$ cat config.mk
export PLATFORM = sky130hd
export DESIGN_NAME = mlp_sequencer
export DESIGN_NICKNAME = d
export VERILOG_FILES = /design/src/rtl/mlp_sequencer.sv
export SDC_FILE = /design/constraint.sdc
export NUM_CORES = 1
export LEC_CHECK = 0
export ABC_AREA = 0
export CORE_MARGIN = 5
export CORE_UTILIZATION = 40
export CTS_CLUSTER_SIZE = 30
export DETAILED_ROUTE_END_ITERATION = 6
export DONT_BUFFER_PORTS = 1
export PLACE_DENSITY_LB_ADDON = 0.25
export SLEW_MARGIN = 5
export SYNTH_ARGS = -nofsm -noshare
export SYNTH_HDL_FRONTEND = slang
export SYNTH_SLANG_ARGS = --single-unit
$ cat constraint.sdc
create_clock -name clk -period 6.4 [get_ports clk]
set_input_delay 1.92 -clock clk [delete_from_list [all_inputs] [get_ports clk]]
set_output_delay 1.92 -clock clk [all_outputs]
set_load 0.1 [all_outputs]
$ cat src/rtl/mlp_sequencer.sv
// Sequencer for the MLP wrapper: walks every test case through hidden, output
// and score phases, issuing one-hot hidden load strobes and address increments.
module mlp_sequencer #(
  parameter int size_of_hidden_layer       = 30,
  parameter int clog2_size_of_hidden_layer = 5,
  parameter int number_of_test_cases       = 750,
  parameter int clog2_number_of_test_cases = 10,
  parameter int hidden_settle              = 2,
  parameter int output_latency             = 3
) (
  input  logic                                  clk,
  input  logic                                  rst,
  input  logic                                  start,
  input  logic                                  hold,
  output logic [1:0]                            curr_layer,
  output logic [size_of_hidden_layer-1:0]       ld_en,
  output logic                                  inc_addr,
  output logic                                  busy,
  output logic                                  done,
  output logic [clog2_number_of_test_cases-1:0] case_idx,
  output logic [clog2_size_of_hidden_layer-1:0] neuron_idx
);

  // state  | meaning
  // idle   | waiting for start
  // hidden | hidden layer, one neuron per hidden_settle cycles
  // output | output layer settling for output_latency cycles
  // score  | single scoring cycle
  // next   | address increment, then next case or done
  // done   | run complete, sticky until rst
  typedef enum logic [2:0] {
    st_idle, st_hidden, st_output, st_score, st_next, st_done
  } state_t;

  localparam int nw      = clog2_size_of_hidden_layer;
  localparam int cw      = clog2_number_of_test_cases;
  localparam int cnt_max = (hidden_settle > output_latency) ? hidden_settle : output_latency;
  localparam int cnt_w   = (cnt_max > 1) ? $clog2(cnt_max) : 1;

  localparam logic [cnt_w-1:0] settle_last = cnt_w'(hidden_settle - 1);
  localparam logic [cnt_w-1:0] output_last = cnt_w'(output_latency - 1);
  localparam logic [nw-1:0]    neuron_last = nw'(size_of_hidden_layer - 1);
  localparam logic [cw-1:0]    case_last   = cw'(number_of_test_cases - 1);

  state_t                          state, state_n;
  logic [cnt_w-1:0]                cnt, cnt_n;
  logic [nw-1:0]                   neuron_n;
  logic [cw-1:0]                   case_n;
  logic [1:0]                      layer_n;
  logic [size_of_hidden_layer-1:0] ld_n;

  always_comb begin
    state_n  = state;
    cnt_n    = cnt;
    neuron_n = neuron_idx;
    case_n   = case_idx;
    if (!hold) begin
      case (state)
        st_idle: begin
          if (start) begin
            state_n  = st_hidden;
            cnt_n    = '0;
            neuron_n = '0;
          end
        end
        st_hidden: begin
          if (cnt == settle_last) begin
            cnt_n = '0;
            if (neuron_idx == neuron_last) begin
              neuron_n = '0;
              state_n  = st_output;
            end else begin
              neuron_n = neuron_idx + 1'b1;
            end
          end else begin
            cnt_n = cnt + 1'b1;
          end
        end
        st_output: begin
          if (cnt == output_last) begin
            cnt_n   = '0;
            state_n = st_score;
          end else begin
            cnt_n = cnt + 1'b1;
          end
        end
        st_score: state_n = st_next;
        st_next: begin
          if (case_idx == case_last) begin
            state_n = st_done;
          end else begin
            case_n  = case_idx + 1'b1;
            state_n = st_hidden;
          end
        end
        st_done: state_n = st_done;
        default: state_n = st_idle;
      endcase
    end
  end

  // Outputs are decoded from the upcoming state so they are registered yet aligned with it.
  always_comb begin
    ld_n = '0;
    if (state_n == st_hidden && cnt_n == settle_last) ld_n[neuron_n] = 1'b1;
    case (state_n)
      st_hidden: layer_n = 2'd1;
      st_output: layer_n = 2'd2;
      st_score:  layer_n = 2'd3;
      default:   layer_n = 2'd0;
    endcase
  end

  always_ff @(posedge clk) begin
    if (rst) begin
      state      <= st_idle;
      cnt        <= '0;
      neuron_idx <= '0;
      case_idx   <= '0;
      curr_layer <= 2'd0;
      ld_en      <= '0;
      inc_addr   <= 1'b0;
      busy       <= 1'b0;
      done       <= 1'b0;
    end else begin
      state      <= state_n;
      cnt        <= cnt_n;
      neuron_idx <= neuron_n;
      case_idx   <= case_n;
      curr_layer <= layer_n;
      // Strobes are suppressed while frozen; the pending one fires once hold drops.
      ld_en      <= hold ? '0 : ld_n;
      inc_addr   <= !hold && (state_n == st_next);
      busy       <= (state_n != st_idle) && (state_n != st_done);
      done       <= (state_n == st_done);
    end
  end

endmodule
==> results_dict.tcl <==
set metrics [dict create \
    status "complete, no violations" \
    n_antenna_cell 0 \
    worst_slew_pin_slew_ns 1.14 \
    overflow 0 \
    nFillCells 576 \
    holdCritPathClass "reg -> reg" \
    vdd_drop_max_mv 0.122 \
    core-area_mm2 0.00585 \
    synth_edf_count 0 \
    synthTopCellsByArea "dfxtp_1, nor3_1, nor2_1" \
    cp.depth 0 \
    grt_pass1_vias 1645 \
    placedInstanceArea_mm2 0.00244 \
    cp.arrival_ns 1.40 \
    rsz0062_at_grt "no" \
    timing.fmax_mhz 301 \
    ys_seq_area_frac 0.462 \
    wl_per_cell_um 16.1 \
    clk_pin_slew_worst_paths_ns 0.10 \
    drv_slew 0 \
    place_congestion 0.771 \
    port_buffers 0 \
    synthArstFlopShare 0 \
    area_growth_pct 6.09 \
    finalSetupViolCount 0 \
    via_per_inst 5.55 \
    cp-startpoint "neuron_idx[3]" \
    critical_path_class "reg -> out" \
    worst_clock_skew_ns 0.00545 \
    synthFlopType "dfxtp_1" \
    num_rows 28 \
    slew_headroom 0.237 \
    cts_tree "done" \
    firstDrtPassIters 4 \
    yosysTopAreaCell "dfxtp_1" \
    cp-start-kind "flop" \
    final_common_cell "dfxtp_1" \
    die_w_um 87.2 \
    r2r-end "ld_en[2]" \
    postSynthCellCount 239 \
    cp-endpoint "neuron_idx[3]" \
    fin_setup_tns_ns 0 \
    antenna_found_initial 0 \
    grt_util_all_layers 0.142 \
    drcViolationCount 0 \
    wl_um 5100 \
    syn_nets 247 \
    postCtsSetupRepairBufs 0 \
    fin_nets 248 \
    stdcell_area_mm2 0.00253 \
    die_height_um 87.2 \
    p_total_uw 568 \
    worstPathMaxFanout 7 \
    clk_path_buf_depth 2 \
    clockRootBuffer "clkbuf_8" \
    start_util 0.407 \
    layout_common_cells "dfxtp_1, nor3_1, nor2_1" \
    cts_resized 0 \
    holdBufCountCts 0 \
    numClockSinks 55 \
    final_cells 316 \
    dieArea_mm2 0.00760 \
    end_kind "output port" \
    timing.final.crit_share 0.519 \
    leakagePower_nw 0.884 \
    htreeDepth 2 \
    p_per_area_mw_per_mm2 225 \
    finalHoldViolCount 0 \
    pin_count 54 \
    synth.top_cell.area_share 0.462 \
    dpl.hpwl_um 3730 \
    drive_gt1_frac 0.166 \
    dp_cells 308 \
    hold_slack_ns 0.629 \
    fin_util 0.432 \
    finalWorstSetupSlack_ns 3.08 \
    required_ns 4.48 \
    avgSynthCellArea_um2 9.97 \
    ys_types 66 \
    syn_area_mm2 0.00238 \
    rrSetupSlack_ns 3.45 \
    antenna_left 0 \
    drv_cap 0 \
    min_period_ns 3.32 \
    cts_buffers 5 \
    vias 1755 \
    rr_startpoint "neuron_idx[0]" \
    yosysWarnings 0 \
    grt_pass1_wl_um 8500 \
    drtIter0Drc 111 \
    pre_cts_ws_ns 2.81 \
    synth_seq_cells 55 \
    grt_max_degree 25 \
    r2r_cells 6 \
    clock_latency_ns 0.31 \
]
==> synthesized netlist by cell type (3+ instances only) <==
| cell | count |
|---|---|
| dfxtp_1 | 55 |
| nor3_1 | 32 |
| nor2_1 | 22 |
| nand2_1 | 7 |
| nand3_1 | 7 |
| xor2_1 | 7 |
| a21oi_1 | 6 |
| nand4_1 | 6 |
| inv_1 | 5 |
| ha_1 | 4 |
| nor3_2 | 4 |
| a211oi_1 | 3 |
| buf_6 | 3 |
| clkbuf_1 | 3 |
| nand2b_1 | 3 |
| o21ai_0 | 3 |
| or2_2 | 3 |
| xnor2_1 | 3 |
==> logic make-up (layout without fill, tap and decap cells) <==
kind of cell / after synthesis / in the layout / share of synthesized area
simple gates: 117 / 117 / 0.305
flops: 55 / 55 / 0.462
compound gates: 38 / 38 / 0.138
buf+inv: 15 / 17 / 0.0373
xor+xnor: 10 / 10 / 0.0368
fa+ha+maj: 4 / 4 / 0.0210
==> power breakdown <==
part           switching, mW  internal [mW]
registers             0.0102          0.344
clock network          0.116         0.0787
logic                 0.0111        0.00850
total                  0.137          0.431
==> sequential cells by signal, summed over array words and instances (netlist names) <==
name        count
busy            1
case_idx       10
cnt             2
curr_layer      2
done            1
inc_addr        1
ld_en          30
neuron_idx      5
state           3
==> worst min path at each step <==
stage | from | endpoint | slack [ns] | cells after the start
final | cnt[1] | cnt[1] | 0.63 | 1
after CTS | cnt[1] | cnt[1] | 0.63 | 1
after global routing | cnt[1] | cnt[1] | 0.68 | 1
after detailed placement | cnt[1] | cnt[1] | 0.62 | 1
after global placement | cnt[1] | cnt[1] | 0.63 | 1
after floorplan | cnt[1] | cnt[1] | 0.53 | 1
==> area by class of cell <==
cell class                 instances  area (um2)  area share
tap                               75        93.8      0.0371
clock buffer                       5        68.8      0.0272
clock inverter                     3        22.5     0.00891
inverter                           5        18.8     0.00743
sequential                        55        1100       0.436
timing repair buffer               4        30.0      0.0119
multi-input combinational        169        1190       0.472
==> routing by layer <==
layer  GRT usage  vias up  routed length (um)
met1       0.187      845                2250
met5           0        -                   0
met4      0.0418        0                  61
met3      0.0482        5                 319
met2       0.219       31                2470
li1            -      874                   -
Power figures use the tool's default switching activity.
